**src/rtl/keccak_squeeze_ctrl.sv**
```systemverilog
// rtl/keccak_squeeze_ctrl.sv - Keccak squeeze-phase controller streaming rate words as digest output
module keccak_squeeze_ctrl #(
    parameter int W_ADDR = 6
) (
    input  logic              clk,
    input  logic              rst_n,
    input  logic [2:0]        cmode,
    input  logic [10:0]       d,
    input  logic              start,
    output logic              st_rd,
    output logic [W_ADDR-1:0] st_addr,
    input  logic [31:0]       st_data,
    output logic              perm_req,
    input  logic              perm_done,
    output logic [31:0]       dt_o_hash,
    output logic              o_valid,
    input  logic              o_ready,
    output logic              o_last,
    output logic              finish_hash,
    output logic              busy
);

    typedef enum logic [2:0] {
        S_IDLE,
        S_FETCH,
        S_LOAD,
        S_OUT,
        S_PERM,
        S_DONE
    } state_t;

    state_t            state;
    logic [5:0]        nwords;
    logic [5:0]        cnt;
    logic [W_ADDR-1:0] rate;
    logic [W_ADDR-1:0] widx;

    logic [5:0]        lk_nwords;
    logic [W_ADDR-1:0] lk_rate;
    logic              unused_d;

    // SHAKE lengths are truncated to whole words; the low five bits of d are dropped.
    assign unused_d = ^d[4:0];

    always_comb begin
        lk_nwords = 6'd0;
        lk_rate   = W_ADDR'(0);
        case (cmode)
            3'd0: begin lk_nwords = 6'd7;     lk_rate = W_ADDR'(36); end
            3'd1: begin lk_nwords = 6'd8;     lk_rate = W_ADDR'(34); end
            3'd2: begin lk_nwords = 6'd12;    lk_rate = W_ADDR'(26); end
            3'd3: begin lk_nwords = 6'd16;    lk_rate = W_ADDR'(18); end
            3'd4: begin lk_nwords = d[10:5];  lk_rate = W_ADDR'(42); end
            3'd5: begin lk_nwords = d[10:5];  lk_rate = W_ADDR'(34); end
            default: begin lk_nwords = 6'd0;  lk_rate = W_ADDR'(0);  end
        endcase
    end

    always_ff @(posedge clk or negedge rst_n) begin
        if (!rst_n) begin
            state       <= S_IDLE;
            nwords      <= 6'd0;
            cnt         <= 6'd0;
            rate        <= W_ADDR'(0);
            widx        <= W_ADDR'(0);
            st_rd       <= 1'b0;
            st_addr     <= W_ADDR'(0);
            perm_req    <= 1'b0;
            dt_o_hash   <= 32'd0;
            o_valid     <= 1'b0;
            o_last      <= 1'b0;
            finish_hash <= 1'b0;
            busy        <= 1'b0;
        end else begin
            st_rd       <= 1'b0;
            finish_hash <= 1'b0;
            case (state)
                S_IDLE: begin
                    if (start) begin
                        nwords <= lk_nwords;
                        rate   <= lk_rate;
                        cnt    <= 6'd0;
                        widx   <= W_ADDR'(0);
                        busy   <= 1'b1;
                        if (lk_nwords == 6'd0) begin
                            state       <= S_DONE;
                            finish_hash <= 1'b1;
                        end else begin
                            state   <= S_FETCH;
                            st_rd   <= 1'b1;
                            st_addr <= W_ADDR'(0);
                        end
                    end
                end
                S_FETCH: begin
                    state <= S_LOAD;
                end
                S_LOAD: begin
                    dt_o_hash <= st_data;
                    o_valid   <= 1'b1;
                    o_last    <= (cnt == nwords - 6'd1);
                    state     <= S_OUT;
                end
                S_OUT: begin
                    if (o_ready) begin
                        o_valid <= 1'b0;
                        o_last  <= 1'b0;
                        cnt     <= cnt + 6'd1;
                        widx    <= widx + W_ADDR'(1);
                        if (o_last) begin
                            state       <= S_DONE;
                            finish_hash <= 1'b1;
                        end else if (widx == rate - W_ADDR'(1)) begin
                            // Rate block exhausted: permute before reading further words.
                            state    <= S_PERM;
                            perm_req <= 1'b1;
                        end else begin
                            state   <= S_FETCH;
                            st_rd   <= 1'b1;
                            st_addr <= widx + W_ADDR'(1);
                        end
                    end
                end
                S_PERM: begin
                    if (perm_done) begin
                        perm_req <= 1'b0;
                        widx     <= W_ADDR'(0);
                        state    <= S_FETCH;
                        st_rd    <= 1'b1;
                        st_addr  <= W_ADDR'(0);
                    end
                end
                S_DONE: begin
                    state <= S_IDLE;
                    busy  <= 1'b0;
                end
                default: begin
                    state <= S_IDLE;
                    busy  <= 1'b0;
                end
            endcase
        end
    end

endmodule

```
**config.mk**
```make
export PLATFORM = sky130hd
export DESIGN_NAME = keccak_squeeze_ctrl
export DESIGN_NICKNAME = d
export VERILOG_FILES = /design/src/rtl/keccak_squeeze_ctrl.sv
export SDC_FILE = /design/constraint.sdc
export NUM_CORES = 1
export LEC_CHECK = 0
export CORE_MARGIN = 2
export CORE_UTILIZATION = 35
export CTS_CLUSTER_DIAMETER = 100
export DETAILED_ROUTE_END_ITERATION = 7
export DONT_BUFFER_PORTS = 1
export GPL_ROUTABILITY_DRIVEN = 0
export PLACE_DENSITY = 0.54
export SYNTH_ARGS = -nofsm -noshare
export SYNTH_HDL_FRONTEND = slang
export SYNTH_SLANG_ARGS = --single-unit
```
**constraint.sdc**
```tcl
create_clock -name clk -period 2.3 [get_ports clk]
set_input_delay 0.46 -clock clk [delete_from_list [all_inputs] [get_ports clk]]
set_output_delay 0.46 -clock clk [all_outputs]
set_load 0.005 [all_outputs]
```
# --- Word level (Yosys, flattened, before mapping) ---
# Cells that the tools add are included.
op_classes:
  addsub: 4
  multipliers: 0
  div: 0
  n_lt_le_gt_ge: 0
  n_eq_ne: 18
  shift: 0
  n_mux: 43
  n_bitwise: 1
  n_reduce_logical: 18
ops:
  columns: ["op", "n"]
  rows:
  - ["one-hot mux 6 bit (5 select lines)", 2]
  - ["two-way mux 6 bit", 9]
  - ["one-hot mux 6 bit (3 select lines)", 2]
  - ["two-way mux 3 bit", 6]
  - ["two-way mux 1 bit", 16]
  - ["one-hot mux 3 bit (5 select lines)", 1]
  - ["inequality test 2 bit (second input constant)", 7]
  - ["adder 6 x 1 -> 6 bit (second input constant)", 2]
  - ["equality test 3 x 2 -> 1 bit (second input constant)", 4]
  - ["equality test 6 bit", 2]
  - ["one-hot mux 6 bit (2 select lines)", 1]
  - ["subtractor 6 x 1 -> 6 bit (second input constant)", 2]
  - ["one-hot mux 1 bit (2 select lines)", 5]
  - ["equality test 3 bit (second input constant)", 3]
  - ["AND reduction 7 bit", 1]
  - ["equality test 3 x 1 -> 1 bit (second input constant)", 2]
  - ["zero test 3 bit", 2]
  - ["zero test 6 bit", 1]
  - ["AND reduction 2 bit", 3]
  - ["AND reduction 3 bit", 2]
  - ["nonzero test 2 bit", 3]
  - ["AND reduction 5 bit", 1]
  - ["AND reduction 4 bit", 1]
  - ["OR reduction 2 bit", 2]
  - ["other kinds (4)", 4]
totals:
  regBits: 71
  latch_bits: 0
  ramBits: 0
  rom_bits: 0
  in_bits: 51
  output_inout_bits: 44
  elab_cells: 97
  mem_count: 0

# --- Logic depth before layout (Yosys ltp) ---
depth:
  depth_word: 7
  ltp_mapped: 8
  ltp_nobuf: 7

# --- Worst setup path before layout ---
# OpenSTA, ideal clock, no wires.
synth_path:
  path_type: "input to register"
  from: "input port d[6]"
  to: "register st_addr[0]"
  setup_time_ps: 125
  arrival_ps: 1996
  required_ps: 2175
  slack_ps: 179
  path_stages: 6
  path_buffers: 0
  cell_sequence: "or4_1 nor3_2 o21a_2 nor2_1 a211oi_4 mux2_2"
synth_via:
  elab_chain_len: 4
synth_rtl:
  columns: ["element", "line_no", "rtl"]
  rows:
  - ["from (decl)", "8", "input logic [10:0] d,"]
  - ["one-hot mux 6 bit (5 select lines)", "48", "case (cmode)"]
  - ["zero test 6 bit", "85", "if (lk_nwords == 6'd0) begin"]
  - ["inequality test 2 bit (no line)", null, null]
  - ["AND reduction 7 bit (no line)", null, null]
  - ["to (signal assigned)", "120", "st_addr <= widx + W_ADDR'(1);"]
  - ["to (decl)", "11", "output logic [W_ADDR-1:0] st_addr,"]
# Every way passes these cells.
# A chain may end at the register's enable or synchronous reset.

# --- Worst setup path in the final report ---
layout_path:
  from: "register rate[1]"
  to: "register st_addr[1]"
layout_via:
  elab_chain_len: 4
layout_rtl:
  columns: ["element", "line_no", "rtl"]
  rows:
  - ["from (decl)", "35", "logic [W_ADDR-1:0] rate;"]
  - ["from (signal assigned)", "81", "rate <= lk_rate;"]
  - ["subtractor 6 x 1 -> 6 bit", "113", "end else if (widx == rate - W_ADDR'(1)) begin"]
  - ["equality test 6 bit", "113", null]
  - ["inequality test 2 bit (no line)", null, null]
  - ["AND reduction 7 bit (no line)", null, null]
# Every way passes these cells.

==> impl_metrics.json <==
{
  "power.density_mw_per_mm2": 1400,
  "areaGrowthSynthToFinish_pct": 14.2,
  "firstDrtPassIters": 4,
  "start_util_pct": 35.5,
  "finalSetupTns_ns": 0,
  "ys_seq_elements": 70,
  "max_freq_mhz": 480,
  "ys_warn_count": 0,
  "fillCellCount": 850,
  "insertion_delay_ns": 0.34,
  "cts.sinks": 70,
  "ir_drop_mv": 0.542,
  "final_cell_mix": "dfrtp_1, mux2_2, nor2_1, nand2_1, o21ai_0",
  "layout.cells.non_filler": 411,
  "totalPowerFinal_mw": 5.17,
  "critPathLaunchType": "flop",
  "seqCellArea_sq_mm": 0.00175,
  "dp.final_hpwl_um": 4440,
  "drv_cap": 0,
  "worstPathMaxFanout": 7,
  "async_flop_share_pct": 100,
  "antennaDiodeCount": 0,
  "syn_area_sq_mm": 0.00323,
  "vias": 2144,
  "p_leak_nw": 1.59,
  "synth_fp_nets": 336,
  "status": "finished, final reports clean",
  "routed.top_layer": "met4",
  "final-hold-violation-count": 0,
  "dieArea_sq_mm": 0.0100,
  "path_class": "reg2reg",
  "drt_iter0_drc": 85,
  "clockBufferDepth": 2,
  "totalWireLength_um": 6540,
  "fin_nets": 350,
  "path_cells": "inv_1 -> ha_1 -> xor2_1 -> nand4_1 -> a32o_1 -> a211oi_4 -> buf_12 -> mux2_2",
  "via_per_inst": 5.22,
  "grt_antenna_before_repair": 0,
  "cts_tree": "built",
  "grt_max_degree": 71,
  "ant_nets": 0,
  "fin_hold_ws_ns": 0.202,
  "core_sq_mm": 0.00911,
  "ioPinCount": 95,
  "layout-drive-gt1-share_pct": 25.0,
  "cp.arrival_ns": 2.31,
  "fin_util_pct": 40.5,
  "yosysSeqAreaShare_pct": 54.2,
  "rows": 35,
  "dp_cells": 393,
  "worst_path_max_delay_cell": "dfrtp_1",
  "multi_input_area_sq_mm": 0.00140,
  "syn_avg_cell_area_sq_um": 11.5,
  "grt_usage_pct": 14.0,
  "cpPeakStageDelay_ns": 0.40,
  "grt_pass1_wl_um": 10900,
  "slew_violations": 0,
  "fin_worst_skew_ns": 0.00880,
  "synth-edff-count": 0,
  "clk_pin_slew_ns": 0.08,
  "overflow": 0,
  "avgRoutedWirePerCell_um": 15.9,
  "grt_setup_unrepaired": "false",
  "htreeDepth": 3,
  "ys.flop_type": "dfrtp_1",
  "relSlewSlack_pct": 64.8,
  "fp.dieW_um": 100,
  "end_kind": "flop",
  "cts_buffers": 9,
  "layout_commonest_cell": "dfrtp_1",
  "port_buffers": 0,
  "hold_class": "in2reg",
  "cts_resized": 0,
  "setup_viol": 0,
  "drc": 0,
  "met2_length_um": 3010,
  "critPathRequiredTime_ns": 2.53,
  "wl_met3_um": 519,
  "ys_types": 47,
  "cts-root-buf": "clkbuf_8",
  "worstMarginPinSlew_ns": 0.525,
  "wl_met1_um": 2860,
  "die_y_um": 100,
  "finalCritPeriodShare_pct": 90.6,
  "synth_cells": 281,
  "period_minus_slack_ns": 2.08,
  "first_global_vias": 2268
}
## state kept, by name, summed over array words and instances (netlist names), 3 cells and up
register,cells
widx,6
cnt,6
dt_o_hash,32
nwords,6
st_addr,6
state,3
rate,5
## power by group
group	switching (mW)	total, mW	leakage, nW	internal [mW]
clock network	0.492	1.11	0.106	0.614
registers	0.487	2.25	0.870	1.76
logic	0.815	1.81	0.613	0.998
## synth_stat cells, types with 3 or more instances
library cell / instances / share of area, %
clkbuf_1: 5 / 0.58
o21ai_0: 15 / 2.3
nand3_1: 12 / 1.9
ha_1: 4 / 1.5
xnor2_1: 11 / 3.0
buf_2: 3 / 0.46
a31oi_1: 3 / 0.58
nor2_1: 22 / 2.6
dfrtp_1: 70 / 54
or3_1: 3 / 0.58
nand2_1: 17 / 2.0
nor3_1: 6 / 0.93
mux2_2: 41 / 14
inv_1: 8 / 0.93
nand2b_1: 3 / 0.58
a21oi_1: 10 / 1.5
a21o_1: 3 / 0.70
xor2_1: 9 / 2.4
nor2b_1: 3 / 0.58
## worst max-delay path: cells and delay by family (launching register included)
family          cells  cell delay [ns]
compound gates      2             0.45
flops               1             0.40
mux                 1             0.32
fa+ha+maj           1             0.31
buf+inv             2             0.22
xor+xnor            1             0.13
simple gates        1             0.13
## final cells by class
type	count	share of cell area [%]
clock inverter	7	2.64
timing repair buffer	13	3.93
inverter	8	0.814
multi-input combinational	193	38.0
clock buffer	9	3.36
tap	111	3.76
sequential	70	47.5
## worst paths after layout
kind | from | endpoint | slack (ns) | cells past startpoint
min in group asynchronous | rst_n | widx[5] | 0.66 | 2
hold / removal | cmode[0] | rate[3] | 0.20 | 1
setup reg to reg | rate[1] | st_addr[1] | 0.22 | 8
max in group asynchronous | rst_n | st_addr[1] | 1.34 | 2
hold reg to reg | nwords[5] | nwords[5] | 0.50 | 2
setup / recovery | rate[1] | st_addr[1] | 0.22 | 8
## routing by layer
layer	global-route usage, %	vias up
met5	0	-
met4	7.59	0
met3	5.08	11
met2	20.3	72
met1	18.3	1050
li1	-	1011
## through the flow
step / setup WS [ns] / cell area, sq um
6_report: 0.215 / 3690
5_1_grt: 0.0101 / 3690
4_1_cts: 0.195 / 3690
3_5_place_dp: 0.116 / 3430
3_3_place_gp: 0.117 / 3430
2_1_floorplan: 0.179 / 3230
## repair_timing
action | 4_1_cts | 5_1_grt
buffers inserted | 0 | 0
endpoints found under the setup margin | 0 | 0
hold buffers | 2 | 0
hold endpoints to repair | 70 | 0
## cell families after synthesis
logic type / count (synthesis) / share of synthesized area [%]
AND/OR/NAND/NOR: 81 / 12.4
flip-flops: 70 / 54.2
AO/OA/AOI/OAI: 46 / 9.29
multiplexers: 42 / 14.6
XOR/XNOR: 20 / 5.42
buffers and inverters: 18 / 2.55
adder cells (fa/ha/maj): 4 / 1.55
(Power assumes the default switching activity.)
